## src/rtl/exec_unit_pkg.sv

```systemverilog
// Shared definitions for the execution unit: register width, opcodes,
// front-end pst codes and the internal FSM state type.
package exec_unit_pkg;

  localparam int unsigned REG_W    = 4;
  localparam int unsigned NUM_REGS = 16;

  // Front-end FSM state codes as seen on the pst input
  typedef enum logic [3:0] {
    PST_IDLE = 4'b0000,
    PST_OP   = 4'b1000,
    PST_RD1  = 4'b0100,
    PST_RD2  = 4'b0010,
    PST_WR   = 4'b0001,
    PST_EXEC = 4'b1110,
    PST_DONE = 4'b1111
  } pst_e;

  typedef enum logic [3:0] {
    OP_NOP  = 4'h0,
    OP_ADD  = 4'h1,
    OP_SUB  = 4'h2,
    OP_AND  = 4'h3,
    OP_OR   = 4'h4,
    OP_XOR  = 4'h5,
    OP_NOT  = 4'h6,
    OP_SHL  = 4'h7,
    OP_SHR  = 4'h8,
    OP_INC  = 4'h9,
    OP_DEC  = 4'hA,
    OP_MOV  = 4'hB,
    OP_LDI  = 4'hC,
    OP_CMP  = 4'hD,
    OP_SLT  = 4'hE,
    OP_NOP2 = 4'hF
  } op_e;

  typedef enum logic [1:0] {
    S_IDLE,
    S_READ,
    S_EXEC,
    S_WB
  } state_e;

  // True for the opcodes that leave result, flags and registers untouched
  function automatic logic is_nop(input logic [3:0] op);
    return (op == OP_NOP) || (op == OP_NOP2);
  endfunction

endpackage

```

## src/rtl/exec_unit_alu4.sv

```systemverilog
// alu4: purely combinational 4-bit ALU. Every operation is evaluated in a
// 5-bit intermediate whose top bit is the carry/borrow/shifted-out bit.
module alu4
  import exec_unit_pkg::*;
(
  input  logic [3:0]       op,
  input  logic [REG_W-1:0] a,
  input  logic [REG_W-1:0] b,
  input  logic [REG_W-1:0] imm,
  output logic [REG_W-1:0] result,
  output logic             carry
);

  logic [REG_W:0] wide;

  // Opcode decode; ops without a carry leave the top bit zero
  always_comb begin
    wide = '0;
    case (op_e'(op))
      OP_ADD:         wide = {1'b0, a} + {1'b0, b};
      OP_SUB, OP_CMP: wide = {1'b0, a} - {1'b0, b};
      OP_AND:         wide = {1'b0, a & b};
      OP_OR:          wide = {1'b0, a | b};
      OP_XOR:         wide = {1'b0, a ^ b};
      OP_NOT:         wide = {1'b0, ~a};
      OP_SHL:         wide = {a, 1'b0};
      OP_SHR:         wide = {a[0], 1'b0, a[REG_W-1:1]};
      OP_INC:         wide = {1'b0, a} + 5'd1;
      OP_DEC:         wide = {1'b0, a} - 5'd1;
      OP_MOV:         wide = {1'b0, a};
      OP_LDI:         wide = {1'b0, imm};
      OP_SLT:         wide = {{REG_W{1'b0}}, (a < b)};
      default:        wide = '0;
    endcase
    result = wide[REG_W-1:0];
    carry  = wide[REG_W];
  end

endmodule

```

## src/rtl/exec_unit.sv

```systemverilog
// exec_unit: 16 x 4-bit register file plus a four-state sequencer that
// launches one instruction per EXEC entry of the front-end FSM.
module exec_unit
  import exec_unit_pkg::*;
(
  input  logic             clk,
  input  logic             rst,
  input  logic [3:0]       pst,
  input  logic [15:0]      instruction,
  output logic [REG_W-1:0] alu_result,
  output logic             result_valid,
  output logic             busy,
  output logic             zero_flag,
  output logic             carry_flag
);

  state_e           state_q, state_d;
  logic [15:0]      instr_q, instr_d;
  logic [REG_W-1:0] a_q, a_d, b_q, b_d, res_q, res_d;
  logic [REG_W-1:0] alu_result_q, alu_result_d;
  logic             zero_q, zero_d, carry_q, carry_d;
  logic             valid_q, valid_d, busy_q, busy_d;
  logic [3:0]       pst_prev_q, pst_prev_d;
  logic [REG_W-1:0] regs_q [NUM_REGS];
  logic [REG_W-1:0] regs_d [NUM_REGS];

  logic [3:0]       op, ra, rb, rw;
  logic [REG_W-1:0] alu_res;
  logic             alu_carry;
  logic             start;

  assign op = instr_q[15:12];
  assign ra = instr_q[11:8];
  assign rb = instr_q[7:4];
  assign rw = instr_q[3:0];

  assign start = (pst == PST_EXEC) && (pst_prev_q != PST_EXEC);

  alu4 u_alu (
    .op     (op),
    .a      (a_q),
    .b      (b_q),
    .imm    (ra),
    .result (alu_res),
    .carry  (alu_carry)
  );

  // Next-state logic for sequencer, operand latches, outputs and register file.
  // Visible outputs load on the EXEC->WB edge so they are valid during the WB
  // cycle alongside result_valid; the register write lands at the end of WB.
  always_comb begin
    state_d      = state_q;
    instr_d      = instr_q;
    a_d          = a_q;
    b_d          = b_q;
    res_d        = res_q;
    alu_result_d = alu_result_q;
    zero_d       = zero_q;
    carry_d      = carry_q;
    busy_d       = busy_q;
    valid_d      = 1'b0;
    pst_prev_d   = pst;
    regs_d       = regs_q;
    case (state_q)
      S_IDLE: begin
        if (start) begin
          instr_d = instruction;
          busy_d  = 1'b1;
          state_d = S_READ;
        end
      end
      S_READ: begin
        a_d     = regs_q[ra];
        b_d     = regs_q[rb];
        state_d = S_EXEC;
      end
      S_EXEC: begin
        res_d   = alu_res;
        valid_d = 1'b1;
        if (!is_nop(op)) begin
          zero_d  = (alu_res == '0);
          carry_d = alu_carry;
          if (op != OP_CMP) alu_result_d = alu_res;
        end
        state_d = S_WB;
      end
      S_WB: begin
        if (!is_nop(op) && (op != OP_CMP)) regs_d[rw] = res_q;
        busy_d  = 1'b0;
        state_d = S_IDLE;
      end
      default: state_d = S_IDLE;
    endcase
  end

  // Sequencer and output registers with asynchronous reset
  always_ff @(posedge clk or posedge rst) begin
    if (rst) begin
      state_q      <= S_IDLE;
      instr_q      <= '0;
      a_q          <= '0;
      b_q          <= '0;
      res_q        <= '0;
      alu_result_q <= '0;
      zero_q       <= 1'b1;
      carry_q      <= 1'b0;
      valid_q      <= 1'b0;
      busy_q       <= 1'b0;
      pst_prev_q   <= '0;
    end else begin
      state_q      <= state_d;
      instr_q      <= instr_d;
      a_q          <= a_d;
      b_q          <= b_d;
      res_q        <= res_d;
      alu_result_q <= alu_result_d;
      zero_q       <= zero_d;
      carry_q      <= carry_d;
      valid_q      <= valid_d;
      busy_q       <= busy_d;
      pst_prev_q   <= pst_prev_d;
    end
  end

  // Register file; reset preloads each register with its own index
  always_ff @(posedge clk or posedge rst) begin
    if (rst) begin
      for (int unsigned i = 0; i < NUM_REGS; i++) regs_q[i] <= REG_W'(i);
    end else begin
      regs_q <= regs_d;
    end
  end

  assign alu_result   = alu_result_q;
  assign zero_flag    = zero_q;
  assign carry_flag   = carry_q;
  assign result_valid = valid_q;
  assign busy         = busy_q;

endmodule
```

## config.mk

```make
export PLATFORM = sky130hd
export DESIGN_NAME = exec_unit
export DESIGN_NICKNAME = d
export VERILOG_FILES = /design/src/rtl/exec_unit_pkg.sv /design/src/rtl/exec_unit_alu4.sv /design/src/rtl/exec_unit.sv
export SDC_FILE = /design/constraint.sdc
export NUM_CORES = 1
export LEC_CHECK = 0
export CORE_ASPECT_RATIO = 0.75
export CORE_MARGIN = 10
export CORE_UTILIZATION = 35
export CTS_CLUSTER_DIAMETER = 40
export DETAILED_ROUTE_END_ITERATION = 12
export GPL_ROUTABILITY_DRIVEN = 0
export PLACE_DENSITY_LB_ADDON = 0.15
export SLEW_MARGIN = 0
export SYNTH_ARGS = -nofsm -noshare
export SYNTH_HDL_FRONTEND = slang
export SYNTH_SLANG_ARGS = --single-unit
```

## constraint.sdc

```tcl
create_clock -name clk -period 8.6 [get_ports clk]
set_input_delay 1.72 -clock clk [delete_from_list [all_inputs] [get_ports clk]]
set_output_delay 1.72 -clock clk [all_outputs]
set_load 0.02 [all_outputs]
```

== Word level (Yosys, flattened, before mapping) ==
Index checks and enable logic that the tools add are counted.

* Flip-flop bits (word level): 106
* Input bits: 22
* Output and inout port bits: 8
* Logic and storage cells: 96

* $add $sub $neg: 4
* Magnitude comparators: 5
* Equal/unequal tests: 22
* Mux-type cells: 15
* Bitwise gates (word level): 8
* Reductions and logical operators: 15

{| class="wikitable"
|+ Operator list
! operator !! count
|-
| $pmux W5 S13 || 1
|-
| $bwmux W64 || 1
|-
| $eq A4 B4 Y1 const B || 9
|-
| $bmux W4 S4 || 2
|-
| $mux W4 || 5
|-
| $demux W4 S4 || 1
|-
| $eq A4 B3 Y1 const B || 4
|-
| $ge A5 B5 Y1 const B || 3
|-
| $not A4 Y5 || 3
|-
| $eq A4 B2 Y1 const B || 2
|-
| $logic_not A4 Y1 || 2
|-
| $ne A4 B4 Y1 const B || 2
|-
| $pmux W2 S4 || 1
|-
| $reduce_and A2 Y1 || 4
|-
| $add A4 B1 Y5 const B || 1
|-
| $add A4 B4 Y5 || 1
|-
| $lt A5 B1 Y1 const B || 1
|-
| $sub A4 B1 Y5 const B || 1
|-
| $sub A4 B4 Y5 || 1
|-
| $and A4 B4 Y4 || 1
|-
| $eq A2 B2 Y1 const B || 2
|-
| $eq A4 B1 Y1 const B || 1
|-
| $lt A4 B4 Y1 || 1
|-
| $not A4 Y4 || 1
|-
| 15 further kinds || 18
|}

== Longest topological paths before layout ==
* Depth after elaboration: 6
* Mapped depth: 14
* Gate-level depth less buffers: 13

== Cells and area by module ==
From an unflattened synthesis, not the netlist that was laid out.

* Cells, all modules: 468
* Area, all modules: 6212.2 um^2

{| class="wikitable"
|+ By module, submodules not included
! module !! times used !! cells an instance !! area an instance (um^2) !! sequential area each (um^2)
|-
| exec_unit || 1 || 326 || 5233.8 || 2693.8
|-
| alu4 || 1 || 142 || 978.4 || 0.0
|}

== Worst setup path before layout ==
OpenSTA, ideal clock, no wires.

* Kind: input to register
* From: input pst[0]
* To: register instr_q[0]
* Library setup time: 0.125 ns
* Arrival time: 2.651 ns
* Required time: 8.475 ns
* Slack: 5.825 ns
* Stages: 5
* Buffers on the path: 1
* Path through: nand4b_1 -> nor2_1 -> nand2_1 -> buf_2 -> mux2_2

* Word-level cells in the longest chain between the ends: 3

{| class="wikitable"
|+ Ends and longest elaborated chain
! element !! line !! source
|-
| start, declared || exec_unit.sv:8 || <nowiki>input logic [3:0] pst,</nowiki>
|-
| $eq A4 B4 Y1 || exec_unit.sv:37 || <nowiki>assign start = (pst == PST_EXEC) && (pst_prev_q != PST_EXEC);</nowiki>
|-
| $logic_and A1 B1 Y1 || exec_unit.sv:37 ||
|-
| $reduce_and A2 Y1 (no line) || -- ||
|-
| end signal, assigned || exec_unit.sv:112 || <nowiki>instr_q <= instr_d;</nowiki>
|-
| end, declared || exec_unit.sv:18 || <nowiki>logic [15:0] instr_q, instr_d;</nowiki>
|}

No other way between the ends.
A chain may end at the register's enable or synchronous reset.

== Worst setup path after layout ==
* From: register zero_q, in the netlist zero_flag
* To: output zero_flag

{| class="wikitable"
|+ RTL lines
! element !! line !! source
|-
| start, declared || exec_unit.sv:21 || <nowiki>logic zero_q, zero_d, carry_q, carry_d;</nowiki>
|-
| start signal, assigned || exec_unit.sv:117 || <nowiki>zero_q <= zero_d;</nowiki>
|-
| end, declared || exec_unit.sv:13 || <nowiki>output logic zero_flag,</nowiki>
|}

No word-level cell between the ends.

==> results.md <==
Timing:
- The slew of the pin with the lowest slew margin is 1070 ps.
- Setup violations remaining at the end of the flow were counted as 0.
- In the finished design, the share of the clock period the worst path needs comes to 37.4%.
- Setup repair after global routing left no endpoint under its margin.
- The count of pins over their slew limit is 0.
- The highest clock rate is 0.311 GHz.
- The hold violation total from the final report is 0.
- The worst setup skew after layout is 10.3 ps.
- The setup TNS after final layout is 0 ps.
- The final period demand of the worst path is approximately 3200 ps.
- The headroom to the max-slew limit is 28.7%.
- The post-route worst hold slack is around 490 ps.

Cells and area:
- In the final layout, flip-flops and latches occupy 0.00269 mm².
- The final net count is 539.
- The number of fill cells is 1,578.
- The area of combinational cells with multiple inputs is around 0.0032 mm².
- The share of cells above drive strength 1 is 34.9%.
- The most frequent standard cell in the layout excluding fill and tap cells is mux2_2.
- From synthesis to final layout, the design area changed by 12.4%.
- The antenna cell count is 0.
- In the layout the commonest cells are 78 x mux2_2, 73 x dfrtp_1, 40 x mux4_2.

Yosys:
- The net count after synthesis is 524.
- The register area share after synthesis is 44.1%.
- Yosys printed 0 warnings.
- The count of cell types in the netlist is 55.
- The synthesized netlist occupies a cell area of ~0.0061 mm².
- The synthesized area per cell is 12.8 µm².
- The share of flip-flops with an asynchronous set or reset after synthesis is 100%.
- The cell count after synthesis is 478.
- The synthesized design contains 0 enable-type register cells.
- In this run, synthesis produced a sequential element count of 106.
- The dominant synthesized flop cell is dfrtp_1.

Run:
- Across the run, the number of max-cap violations was 0.

Worst setup path:
- The endpoint of the worst-slack reg-to-reg timing path is carry_flag.
- STA classifies the critical path startpoint as a register.
- For flop-to-flop paths, the worst setup slack is ~5400 ps.
- The worst flop-to-flop path startpoint is instr_q[12].
- The path type of the worst setup path is register to output pin.
- Data arrives at the worst endpoint at 1500 ps.
- For this run, the slowest stage of the critical path takes 610 ps.
- The worst setup path is captured at an output pin.
- The cell family with the largest share of critical-path delay is buffers and inverters.
- The endpoint required time on the critical path is 6880 ps.
- For this design, the slowest cell found on the critical path is clkdlybuf4s50_1.
- The peak fanout along the critical path is 2.
- Traced cell by cell, the critical path runs through clkdlybuf4s50_1.
- The number of buffers and inverters on the critical path is 1.
- Measured in cells, the most critical reg-to-reg path has a length of 12.

Clock network:
- In this run the clock root is driven by a clkbuf_16.
- Clock-pin slew was measured on the worst setup and hold paths at about 80 ps.
- CTS saw 106 sinks.
- The worst-case clock buffer depth is 2.
- Clock latency on the worst-skew pair, taken at its later pin, is 350 ps.
- TritonCTS built the clock tree.
- The number of H-tree branching levels is 3.
- Hold repair after CTS inserted 0 buffers.
- The count of instances resized after the clock tree is built is 0.
- The buffer count from post-CTS setup fixing is 0.
- TritonCTS created 9 clock buffers.

Drt:
- The DRC violation count after routing is 0.
- The number of nets still failing antenna checks after routing is 0.
- The via total after detailed routing is roughly 4,000.
- For this run, the detailed router's first-pass iteration total came to 5.
- The first routing iteration left 281 violations.
- In the final routed layout, each cell accounts on average for 21.1 µm.
- The post-detailed-routing wire length is 15,500 µm.
- The post-detailed-route via-to-cell ratio is roughly 5.4.

Global route:
- The initial antenna violation count is 1.
- The all-layer global routing usage is ~14%.
- The final global-route overflow total is 0.
- The number of global-route vias before repair is approximately 4,100.
- The largest net degree at the start of global routing is 60.
- The first-pass GRT wire length is 24,800 µm.

Worst hold path:
- The cell depth of the worst min-delay path is 2.
- The worst min-delay path class is register to register.
- The endpoint of the worst hold path is busy.
- The worst hold path begins at busy.

Floorplanning:
- The total area inside the core boundary comes to between 0.015 and 0.02 mm².
- The placement row count is 41.
- The die area is 0.0232 mm².
- The number of placed I/O pins is 30.
- Measured along the y axis, the die boundary spans 134 µm.
- In this run the horizontal extent of the chip is 172 µm.
- The starting density of the core is 35.9%.

Power and ir drop:
- The worst ir drop on vdd is 0.200 mV.
- The analysis attributes to cell leakage a power of 2.85 nW.
- The areal power density over the cells is 370 mW/mm².

Place:
- The count of input and output buffers is 29.
- The total half-perimeter wirelength after legalization and detailed placement is 11,300 µm.

Run status:
- The flow ran to the end, and the final reports show no timing, DRC or antenna violations.
-- cells by family (layout without fill, tap and decap cells) --
family                     Yosys count  in the layout  synth area share (%)
xor gates and xnor gates             6              6                 0.861
AOI/OAI and AO/OA                   68             68                  7.13
muxes                              127            127                  30.7
adders and majority gates           24             24                  5.17
and+or+nand+nor                     98             98                  8.10
buffers and inverters               49             69                  3.90
DFF                                106            106                  44.1
-- stage by stage --
step	power, mW	area [µm²]	setup slack [ps]	utilization (%)	cells
floorplan	1.77	6100	4150	-	478
finish	2.54	6860	5380	40.4	734
CTS	2.56	6860	5350	40.4	734
global route	2.73	6860	5130	40.4	734
global placement	2.10	6560	5110	38.6	718
detailed placement	2.12	6560	5040	38.6	718
-- worst max path at each step --
stage           startpoint           to  slack [ps]  cells past startpoint
2_1_floorplan          rst       a_q[0]        4150                      1
3_3_place_gp        pst[0]   instr_q[6]        5110                      5
3_5_place_dp        pst[1]  instr_q[13]        5040                      5
4_1_cts          zero_flag    zero_flag        5350                      1
5_1_grt        instr_q[15]    zero_flag        5130                     11
6_report         zero_flag    zero_flag        5380                      1
-- state kept, by name, summed over array words and instances, names as in the netlist --
signal        count
regs_q           64
a_q               4
zero_flag         1
result_valid      1
carry_flag        1
instr_q          16
busy              1
alu_result        4
res_q             4
b_q               4
pst_prev_q        4
state_q           2
-- layout make-up --
cell class	count	share of cell area (%)
sequential	106	39.3
timing repair buffer	32	4.56
inverter	21	1.19
multi-input combinational	323	46.2
clock inverter	6	1.09
clock buffer	10	3.34
tap	236	4.30
-- per-layer routing --
| layer | track usage (%) | vias to the layer above | wire, µm | share of wire [%] |
|---|---|---|---|---|
| li1 | - | 1801 | - | - |
| met1 | 20.6 | 2065 | 7560 | 49 |
| met2 | 20.4 | 109 | 6930 | 45 |
| met3 | 3.69 | 12 | 856 | 5.5 |
| met4 | 3.25 | 2 | 153 | 0.99 |
| met5 | 0 | - | 8 | 0.052 |
-- cells in the mapped netlist (7+ instances only) --
| cell type | n | share of area, % |
|---|---|---|
| ha_1 | 22 | 4.5 |
| nor2_1 | 21 | 1.3 |
| mux2_2 | 78 | 14 |
| a21oi_1 | 15 | 1.2 |
| nand2_1 | 30 | 1.8 |
| mux4_2 | 40 | 15 |
| dfstp_2 | 33 | 14 |
| buf_2 | 10 | 0.82 |
| inv_1 | 21 | 1.3 |
| o21ai_1 | 9 | 0.74 |
| dfrtp_1 | 73 | 30 |
| nand2b_1 | 8 | 0.82 |
| nor2b_1 | 11 | 1.1 |
| nor3_1 | 7 | 0.57 |
| o21ai_0 | 13 | 1.1 |
| clkbuf_1 | 11 | 0.68 |
-- power by group --
part           total (mW)  internal, mW  leakage, nW  switching [mW]
combinational        1.18         0.584         1.40           0.592
sequential          0.933         0.658         1.30           0.275
clock               0.426         0.231        0.150           0.195
(Power assumes the default switching activity.)
